### src/rtl/stream_buffer_multi_pkg.sv
// Shared types and constants for the multi-line prefetch stream buffer.
//   phys_t          : physical address type; label width derives from it.
//   sb_state_t      : fetch FSM states.
//   sb_entry_t      : per-slot metadata (valid + label); line data lives in a separate array.
//   axi3_rd_req_t   : AXI3 read request bundle (AR channel + rready).
//   axi3_rd_resp_t  : AXI3 read response bundle (arready + R channel).
package stream_buffer_multi_pkg;

  typedef logic [31:0] phys_t;
  localparam int unsigned PhysWidth = $bits(phys_t);

  localparam int unsigned AxiIdWidth   = 4;
  localparam logic [2:0]  AxiSize4B    = 3'b010;
  localparam logic [1:0]  AxiBurstIncr = 2'b01;

  typedef enum logic [1:0] {
    StIdle,
    StWaitAxiReady,
    StReceiving,
    StDrain
  } sb_state_t;

  // Labels are held zero-extended to phys_t so the type is independent of LINE_WIDTH.
  typedef struct packed {
    logic  valid;
    phys_t label;
  } sb_entry_t;

  typedef struct packed {
    logic [AxiIdWidth-1:0] arid;
    phys_t                 araddr;
    logic [3:0]            arlen;
    logic [2:0]            arsize;
    logic [1:0]            arburst;
    logic [1:0]            arlock;
    logic [3:0]            arcache;
    logic [2:0]            arprot;
    logic                  arvalid;
    logic                  rready;
  } axi3_rd_req_t;

  typedef struct packed {
    logic                  arready;
    logic [AxiIdWidth-1:0] rid;
    logic [31:0]           rdata;
    logic [1:0]            rresp;
    logic                  rlast;
    logic                  rvalid;
  } axi3_rd_resp_t;

  // Width of a beat index within one line; at least one bit so vectors stay legal.
  function automatic int unsigned beat_idx_width(input int unsigned line_width);
    return (line_width / 32 > 1) ? $clog2(line_width / 32) : 1;
  endfunction

endpackage

### src/rtl/axi3_rd_bus.sv
// AXI3 read channel bundle.
//   req  : driven by the master (AR channel fields, arvalid, rready).
//   resp : driven by the slave (arready, R channel fields).
interface axi3_rd_bus;
  import stream_buffer_multi_pkg::*;

  axi3_rd_req_t  req;
  axi3_rd_resp_t resp;

  modport master (output req, input resp);
  modport slave  (input req, output resp);
endinterface

### src/rtl/sb_entry_queue.sv
// Circular storage of prefetched cache lines.
//   clk, rst       : clock, synchronous active-high reset.
//   flush_i        : clear all valids and pointers (dominates commit/pop).
//   wr_en_i        : write wr_data_i into word wr_beat_i of the fill slot.
//   commit_i       : mark the fill slot valid with commit_label_i, advance fill pointer.
//   pop_i          : invalidate the head slot, advance head pointer.
//   head_o         : head slot metadata; head_line_o its line data.
//   count_o        : number of valid slots.
module sb_entry_queue
  import stream_buffer_multi_pkg::*;
#(
  parameter int unsigned LineWidth  = 256,
  parameter int unsigned Depth      = 4,
  parameter int unsigned LabelWidth = 27,
  localparam int unsigned BeatW     = beat_idx_width(LineWidth),
  localparam int unsigned PtrW      = $clog2(Depth),
  localparam int unsigned CntW      = PtrW + 1
) (
  input  logic                  clk,
  input  logic                  rst,
  input  logic                  flush_i,
  input  logic                  wr_en_i,
  input  logic [BeatW-1:0]      wr_beat_i,
  input  logic [31:0]           wr_data_i,
  input  logic                  commit_i,
  input  logic [LabelWidth-1:0] commit_label_i,
  input  logic                  pop_i,
  output sb_entry_t             head_o,
  output logic [LineWidth-1:0]  head_line_o,
  output logic [CntW-1:0]       count_o
);

  sb_entry_t             meta_q [Depth];
  sb_entry_t             meta_d [Depth];
  logic [LineWidth-1:0]  line_q [Depth];
  logic [LineWidth-1:0]  line_d [Depth];
  logic [PtrW-1:0]       head_ptr_q, head_ptr_d;
  logic [PtrW-1:0]       fill_ptr_q, fill_ptr_d;
  logic [CntW-1:0]       count_q, count_d;

  always_comb begin
    meta_d     = meta_q;
    line_d     = line_q;
    head_ptr_d = head_ptr_q;
    fill_ptr_d = fill_ptr_q;
    count_d    = count_q;

    // The fill slot is never valid while a burst lands in it, so beats go straight in.
    if (wr_en_i) begin
      line_d[fill_ptr_q][32*wr_beat_i +: 32] = wr_data_i;
    end

    if (flush_i) begin
      for (int i = 0; i < Depth; i++) begin
        meta_d[i].valid = 1'b0;
      end
      head_ptr_d = '0;
      fill_ptr_d = '0;
      count_d    = '0;
    end else begin
      if (commit_i) begin
        meta_d[fill_ptr_q].valid = 1'b1;
        meta_d[fill_ptr_q].label = PhysWidth'(commit_label_i);
        fill_ptr_d               = fill_ptr_q + PtrW'(1);
      end
      if (pop_i) begin
        meta_d[head_ptr_q].valid = 1'b0;
        head_ptr_d               = head_ptr_q + PtrW'(1);
      end
      count_d = count_q + CntW'(commit_i) - CntW'(pop_i);
    end
  end

  always_ff @(posedge clk) begin
    if (rst) begin
      for (int i = 0; i < Depth; i++) begin
        meta_q[i] <= '0;
      end
      head_ptr_q <= '0;
      fill_ptr_q <= '0;
      count_q    <= '0;
    end else begin
      meta_q     <= meta_d;
      head_ptr_q <= head_ptr_d;
      fill_ptr_q <= fill_ptr_d;
      count_q    <= count_d;
    end
  end

  // Line data carries no reset; validity is tracked in meta_q.
  always_ff @(posedge clk) begin
    line_q <= line_d;
  end

  assign head_o      = meta_q[head_ptr_q];
  assign head_line_o = line_q[head_ptr_q];
  assign count_o     = count_q;

endmodule

### src/rtl/stream_buffer_multi.sv
// Multi-line prefetch stream buffer with an AXI3 read master.
//   clk, rst       : clock, synchronous active-high reset.
//   restart        : flush and re-aim the stream at restart_label+1.
//   lookup_req     : cache probe of lookup_label against the queue head.
//   hit, hit_data  : combinational head match and its line.
//   count          : number of valid lines held.
//   axi3_rd_if     : AXI3 read master port; one burst per line, one outstanding at a time.
module stream_buffer_multi
  import stream_buffer_multi_pkg::*;
#(
  parameter int unsigned LINE_WIDTH        = 256,
  parameter int unsigned DEPTH             = 4,
  parameter int unsigned ARID              = 2,
  localparam int unsigned LINE_BYTE_OFFSET = $clog2(LINE_WIDTH / 8),
  localparam int unsigned LABEL_WIDTH      = PhysWidth - LINE_BYTE_OFFSET,
  localparam int unsigned BURST_LEN        = LINE_WIDTH / 32,
  localparam int unsigned CountW           = $clog2(DEPTH) + 1
) (
  input  logic                   clk,
  input  logic                   rst,
  input  logic                   restart,
  input  logic [LABEL_WIDTH-1:0] restart_label,
  input  logic                   lookup_req,
  input  logic [LABEL_WIDTH-1:0] lookup_label,
  output logic                   hit,
  output logic [LINE_WIDTH-1:0]  hit_data,
  output logic [CountW-1:0]      count,
  axi3_rd_bus.master             axi3_rd_if
);

  localparam int unsigned BeatW = beat_idx_width(LINE_WIDTH);

  sb_state_t              state_q, state_d;
  logic [LABEL_WIDTH-1:0] next_label_q, next_label_d;
  logic [LABEL_WIDTH-1:0] fill_label_q, fill_label_d;
  logic                   stream_on_q, stream_on_d;
  logic [BeatW-1:0]       beat_q, beat_d;

  logic                   wr_en;
  logic                   commit;
  logic                   pop;
  logic                   has_room;
  sb_entry_t              head;
  logic [CountW-1:0]      q_count;
  axi3_rd_req_t           req;
  logic                   rx_beat;
  logic                   rx_last;

  // rid/rresp are not checked: only one burst is ever outstanding.
  logic unused_resp_fields;
  assign unused_resp_fields = ^{axi3_rd_if.resp.rid, axi3_rd_if.resp.rresp};

  sb_entry_queue #(
    .LineWidth  (LINE_WIDTH),
    .Depth      (DEPTH),
    .LabelWidth (LABEL_WIDTH)
  ) u_queue (
    .clk            (clk),
    .rst            (rst),
    .flush_i        (restart),
    .wr_en_i        (wr_en),
    .wr_beat_i      (beat_q),
    .wr_data_i      (axi3_rd_if.resp.rdata),
    .commit_i       (commit),
    .commit_label_i (fill_label_q),
    .pop_i          (pop),
    .head_o         (head),
    .head_line_o    (hit_data),
    .count_o        (q_count)
  );

  assign hit   = lookup_req & head.valid & (head.label == PhysWidth'(lookup_label)) & ~restart;
  assign pop   = hit;
  assign count = q_count;

  // A pop this cycle frees a slot in time for the next fetch.
  assign has_room = (q_count != CountW'(DEPTH)) | pop;

  assign rx_beat = axi3_rd_if.resp.rvalid & req.rready;
  assign rx_last = rx_beat & axi3_rd_if.resp.rlast;

  always_comb begin
    req         = '0;
    req.arid    = AxiIdWidth'(ARID);
    req.araddr  = {next_label_q, {LINE_BYTE_OFFSET{1'b0}}};
    req.arlen   = 4'(BURST_LEN - 1);
    req.arsize  = AxiSize4B;
    req.arburst = AxiBurstIncr;
    req.arvalid = (state_q == StWaitAxiReady);
    req.rready  = (state_q == StReceiving) || (state_q == StDrain);
  end

  assign axi3_rd_if.req = req;

  always_comb begin
    state_d      = state_q;
    next_label_d = next_label_q;
    fill_label_d = fill_label_q;
    stream_on_d  = stream_on_q;
    beat_d       = beat_q;
    wr_en        = 1'b0;
    commit       = 1'b0;

    unique case (state_q)
      StIdle: begin
        if (!restart && stream_on_q && has_room) begin
          state_d = StWaitAxiReady;
        end
      end
      StWaitAxiReady: begin
        // Without arready a restart only moves next_label; araddr follows it next cycle.
        if (axi3_rd_if.resp.arready) begin
          beat_d       = '0;
          fill_label_d = next_label_q;
          state_d      = restart ? StDrain : StReceiving;
        end
      end
      StReceiving: begin
        if (rx_beat) begin
          beat_d = beat_q + BeatW'(1);
          wr_en  = ~restart;
        end
        if (rx_last) begin
          state_d = StIdle;
          if (!restart) begin
            commit       = 1'b1;
            next_label_d = next_label_q + LABEL_WIDTH'(1);
          end
        end else if (restart) begin
          state_d = StDrain;
        end
      end
      StDrain: begin
        if (rx_last) begin
          state_d = StIdle;
        end
      end
      default: state_d = StIdle;
    endcase

    if (restart) begin
      next_label_d = restart_label + LABEL_WIDTH'(1);
      stream_on_d  = 1'b1;
    end
  end

  always_ff @(posedge clk) begin
    if (rst) begin
      state_q      <= StIdle;
      next_label_q <= '0;
      fill_label_q <= '0;
      stream_on_q  <= 1'b0;
      beat_q       <= '0;
    end else begin
      state_q      <= state_d;
      next_label_q <= next_label_d;
      fill_label_q <= fill_label_d;
      stream_on_q  <= stream_on_d;
      beat_q       <= beat_d;
    end
  end

endmodule

### src/flat_wrapper.sv
// flat-port wrapper written by rule: the top's interface ports become plain ports
module stream_buffer_multi_flat import stream_buffer_multi_pkg::*;
#(
  parameter int unsigned LINE_WIDTH        = 256,
  parameter int unsigned DEPTH             = 4,
  parameter int unsigned ARID              = 2,
  localparam int unsigned LINE_BYTE_OFFSET = $clog2(LINE_WIDTH / 8),
  localparam int unsigned LABEL_WIDTH      = PhysWidth - LINE_BYTE_OFFSET,
  localparam int unsigned BURST_LEN        = LINE_WIDTH / 32,
  localparam int unsigned CountW           = $clog2(DEPTH) + 1
)
  (clk, rst, restart, restart_label, lookup_req, lookup_label, hit, hit_data, count, axi3_rd_if_req, axi3_rd_if_resp);
  axi3_rd_bus axi3_rd_if_i ();
  input  logic clk;
  input  logic rst;
  input  logic restart;
  input  logic [LABEL_WIDTH-1:0] restart_label;
  input  logic lookup_req;
  input  logic [LABEL_WIDTH-1:0] lookup_label;
  output logic hit;
  output logic [LINE_WIDTH-1:0] hit_data;
  output logic [CountW-1:0] count;
  output wire logic [$bits(axi3_rd_if_i.req)-1:0] axi3_rd_if_req;
  input wire logic [$bits(axi3_rd_if_i.resp)-1:0] axi3_rd_if_resp;
  assign axi3_rd_if_req = axi3_rd_if_i.req;
  assign axi3_rd_if_i.resp = axi3_rd_if_resp;
  stream_buffer_multi #(.LINE_WIDTH(LINE_WIDTH), .DEPTH(DEPTH), .ARID(ARID)) u_core (.clk(clk), .rst(rst), .restart(restart), .restart_label(restart_label), .lookup_req(lookup_req), .lookup_label(lookup_label), .hit(hit), .hit_data(hit_data), .count(count), .axi3_rd_if(axi3_rd_if_i));
endmodule
### config.mk
export PLATFORM = sky130hd
export DESIGN_NAME = stream_buffer_multi_flat
export DESIGN_NICKNAME = d
export VERILOG_FILES = /design/src/rtl/stream_buffer_multi_pkg.sv /design/src/rtl/axi3_rd_bus.sv /design/src/rtl/sb_entry_queue.sv /design/src/rtl/stream_buffer_multi.sv /design/src/flat_wrapper.sv
export SDC_FILE = /design/constraint.sdc
export NUM_CORES = 2
export LEC_CHECK = 0
export ABC_AREA = 1
export CAP_MARGIN = 20
export CORE_UTILIZATION = 30
export CTS_CLUSTER_DIAMETER = 40
export DETAILED_ROUTE_END_ITERATION = 8
export GPL_TIMING_DRIVEN = 1
export PLACE_DENSITY = 0.44
export SLEW_MARGIN = 20
export SYNTH_ARGS = -nofsm -noshare
export SYNTH_HDL_FRONTEND = slang
export SYNTH_SLANG_ARGS = --single-unit
### constraint.sdc
create_clock -name clk -period 4.6 [get_ports clk]
set_clock_uncertainty 0.05 [all_clocks]
set_input_delay 0.92 -clock clk [delete_from_list [all_inputs] [get_ports clk]]
set_output_delay 0.92 -clock clk [all_outputs]
set_load 0.02 [all_outputs]
==> reports/metrics.cfg <==
[floorplanning]
die_w_um=403
die_y_um=403
core.rowCount=146
start_util_pct=30.3
core_area_um2=159000
die_area_um2=163000
top_level_ports=415

[cts]
cts_max_level=4
clk_path_buf_depth=3
clock-sinks=1203
clk_latency_ns=0.81
numCtsBuffers=195
holdBufCountCts=0
clockRootBuffer=clkbuf_16
cts_tree=done
clkTransAtPathRegs_ns=0.05

[drt]
dr.pass1.iters=5
vias=33600
routedWlPerCell_um=23.7
dr.first_iter.drc_count=2626
routed_wl_um=165000
drt_drc_violations_left=0
ant_nets=0
vias_per_cell=4.84

[logic_synthesis]
synth_common_cells=edfxtp_1 (1024), nor2_1 (900), o21ai_0 (562)
synth-seq-cells=1203
synth_area_leaders=edfxtp_1 (64%), dfxtp_1 (7.4%), nor2_1 (7.0%), o21ai_0 (5.8%), o22ai_1 (3.3%)
synth_edf_count=1024
synth_top_area_share_pct=63.7
netlist_instances=4229
synth_cell_types=46
yosysTopAreaCell=edfxtp_1
ys.flop_type=edfxtp_1
synthArstFlopShare_pct=0
ys_seq_area_share_pct=71.1
post-synth-top-count-cell=edfxtp_1
synth_area_um2=48300
ys_warn_count=0
syn_avg_cell_area_um2=11.4

[flow_run]
cap_violations=0

[sta]
fin_crit_ns=4.41
worst_slack_ns=0.188
holdWs_ns=0.406
finalSetupTns_ns=0
max_freq_ghz=0.227
maxSlewViolCount=0
finalHoldViolCount=0
finalSetupViolCount=0
maxSlewHeadroom_pct=27.5
worst_slew_pin_slew_ns=1.09
fin_crit_sh_pct=95.9

[global_routing]
antenna_found_initial=21
grt_pass1_wl_um=231000
grt_start_max_net_pins=164
track_usage_pct=19.7
grt_pass1_vias=31900
overflow=0

[power]
p_per_area_nw_per_um2=458
switching_share_pct=22.3
p_seq_share_pct=41.7
p_leak_nw=20.4
clockPowerShare_pct=55.4
internal_power_mw=22.2
p_sw_mw=6.36
ir_drop_uv=370
finalPower_mw=28.5
comb_power_share_pct=2.8

[final_layout]
postLayoutCoreUtil_pct=39.1
nets=4746
drive_gt1_share_pct=11.1
finalInstanceArea_um2=62300
layout.cells.non_filler=6950
synthToLayoutAreaGrowth_pct=29.0

[worst_setup_path]
crit_path_start=u_core.u_queue.head_ptr_q[0]$_SDFFE_PP0N_
worstSetupPathType=flop to output port
cp.arrival_ns=3.44
r2r_start=u_core.u_queue.head_ptr_q[0]$_SDFFE_PP0N_
crit_required_ns=3.63
crit_path_end_kind=output port
reg2reg_slack_ns=1.01
r2r_end=u_core.u_queue.count_o[2]$_SDFF_PP0_
cp_max_fo=116
reg2regPathDepth=18
worstSetupStartpointType=flop
endpoint=hit_data[190]

[placement]
port_buffers=381
dpl-instance-area_um2=54800
place_inst=6572
place.gp.congestion=0.778
detailedPlace.worstSlack_ns=0.523
dpl.hpwl_um=99600

[outcome]
status=finished, final reports clean

[min_path]
hold_class=flop to flop

layout make-up:
| type | count | area (um^2) |
|---|---|---|
| inverter | 116 | 480 |
| antenna | 3 | 7.51 |
| tap | 2146 | 2690 |
| clock buffer | 215 | 5020 |
| multi-input combinational | 2627 | 12500 |
| timing repair buffer | 488 | 5010 |
| sequential | 1203 | 34300 |
| clock inverter | 151 | 2220 |
| timing repair inverter | 1 | 11.3 |
| fill | 15300 | 96800 |
cell usage in the layout (no fill, tap or decap), drive strengths merged:
master         netlist  final
xor2                11     11
dfxtp              179    179
nand2              431    431
conb                 2     27
xnor2               10     10
inv                113    142
edfxtp            1024   1024
a211oi               3      3
o21a                 1      1
ha                  14     14
clkdlybuf4s50        0    379
a31oi                1      1
a21oi              128    128
clkbuf             229    218
nor4                 1      1
o211ai               2      2
o21bai              16     16
diode                0      3
clkinvlp             0     26
clkinv               3     63
a221oi               4      4
bufinv               0     37
nor3                10     10
o21ai              576    576
nand3b              15     15
fa                   1      1
o22ai              256    256
buf                 79    106
or2                 10     10
mux2i                5      5
a211o                1      1
nor2               908    908
nand4                2      2
nand3              194    194
worst min-delay path by stage:
stage               cells after the start                                     end                                    from  slack (ns)
global route                            2  u_core.u_queue.meta_q[36]$_SDFFE_PP0P_  u_core.u_queue.meta_q[36]$_SDFFE_PP0P_        0.43
floorplan                               2         u_core.stream_on_q$_SDFFE_PP0P_         u_core.stream_on_q$_SDFFE_PP0P_        0.38
detailed placement                      2  u_core.u_queue.meta_q[39]$_SDFFE_PP0P_  u_core.u_queue.meta_q[39]$_SDFFE_PP0P_        0.40
CTS                                     2  u_core.u_queue.meta_q[36]$_SDFFE_PP0P_  u_core.u_queue.meta_q[36]$_SDFFE_PP0P_        0.41
global placement                        2         u_core.stream_on_q$_SDFFE_PP0P_         u_core.stream_on_q$_SDFFE_PP0P_        0.39
finish                                  2         u_core.stream_on_q$_SDFFE_PP0P_         u_core.stream_on_q$_SDFFE_PP0P_        0.41
kinds of logic (layout without fill, tap and decap cells):
group           after synthesis  in the layout  synth area share (%)
buf+inv                     424            971                  3.75
xor+xnor                     21             21                 0.381
mux                           5              5                 0.104
compound gates              988            988                  11.1
simple gates               1571           1571                  13.2
other cells                   2             30                0.0156
flops                      1203           1203                  71.1
fa+ha+maj                    15             15                 0.404
worst max-delay path, cell delays in order, from the launching register on:
cell	delay (ns)
dfxtp_4	0.53
buf_16	0.27
buf_16	0.36
o21ai_0	0.17
o22ai_1	0.50
clkdlybuf4s50_1	0.71
metal layers:
layer  wire, um  up-vias  track usage, %
met1      72400    16600            26.4
met5        150        -               0
met3      12600      204            5.93
met4       2900       24            4.71
li1           -    15900               -
met2      76700      898            31.0
power by group through the flow:
| stage | Clock [mW] | Sequential [mW] | Combinational [mW] |
|---|---|---|---|
| after floorplan | 0 | 12.1 | 0.396 |
| final | 15.8 | 11.9 | 0.807 |
| after detailed placement | 0 | 12.1 | 0.820 |
| after global placement | 0 | 12.1 | 0.819 |
| after CTS | 16.1 | 11.9 | 0.824 |
| after global routing | 16.6 | 11.9 | 0.877 |
flip-flops by register name, indices dropped and copies added (netlist names):
register and cells:
u_core.stream_on_q 1, u_core.fill_label_q 27, u_core.u_queue.meta_q 112, u_core.u_queue.fill_ptr_q 2, u_core.u_queue.line_q 1024, u_core.u_queue.head_ptr_q 2
u_core.u_queue.count_o 3, u_core.state_q 2, u_core.next_label_q 27, u_core.beat_q 3
what timing repair did:
item                                    CTS  global route
endpoints found under the hold margin     0             0
resized for setup                         8            10
gates cloned                              0             4
endpoints found under the setup margin   14            30
setup buffers                             0             5
Power figures use the tool's default switching activity.
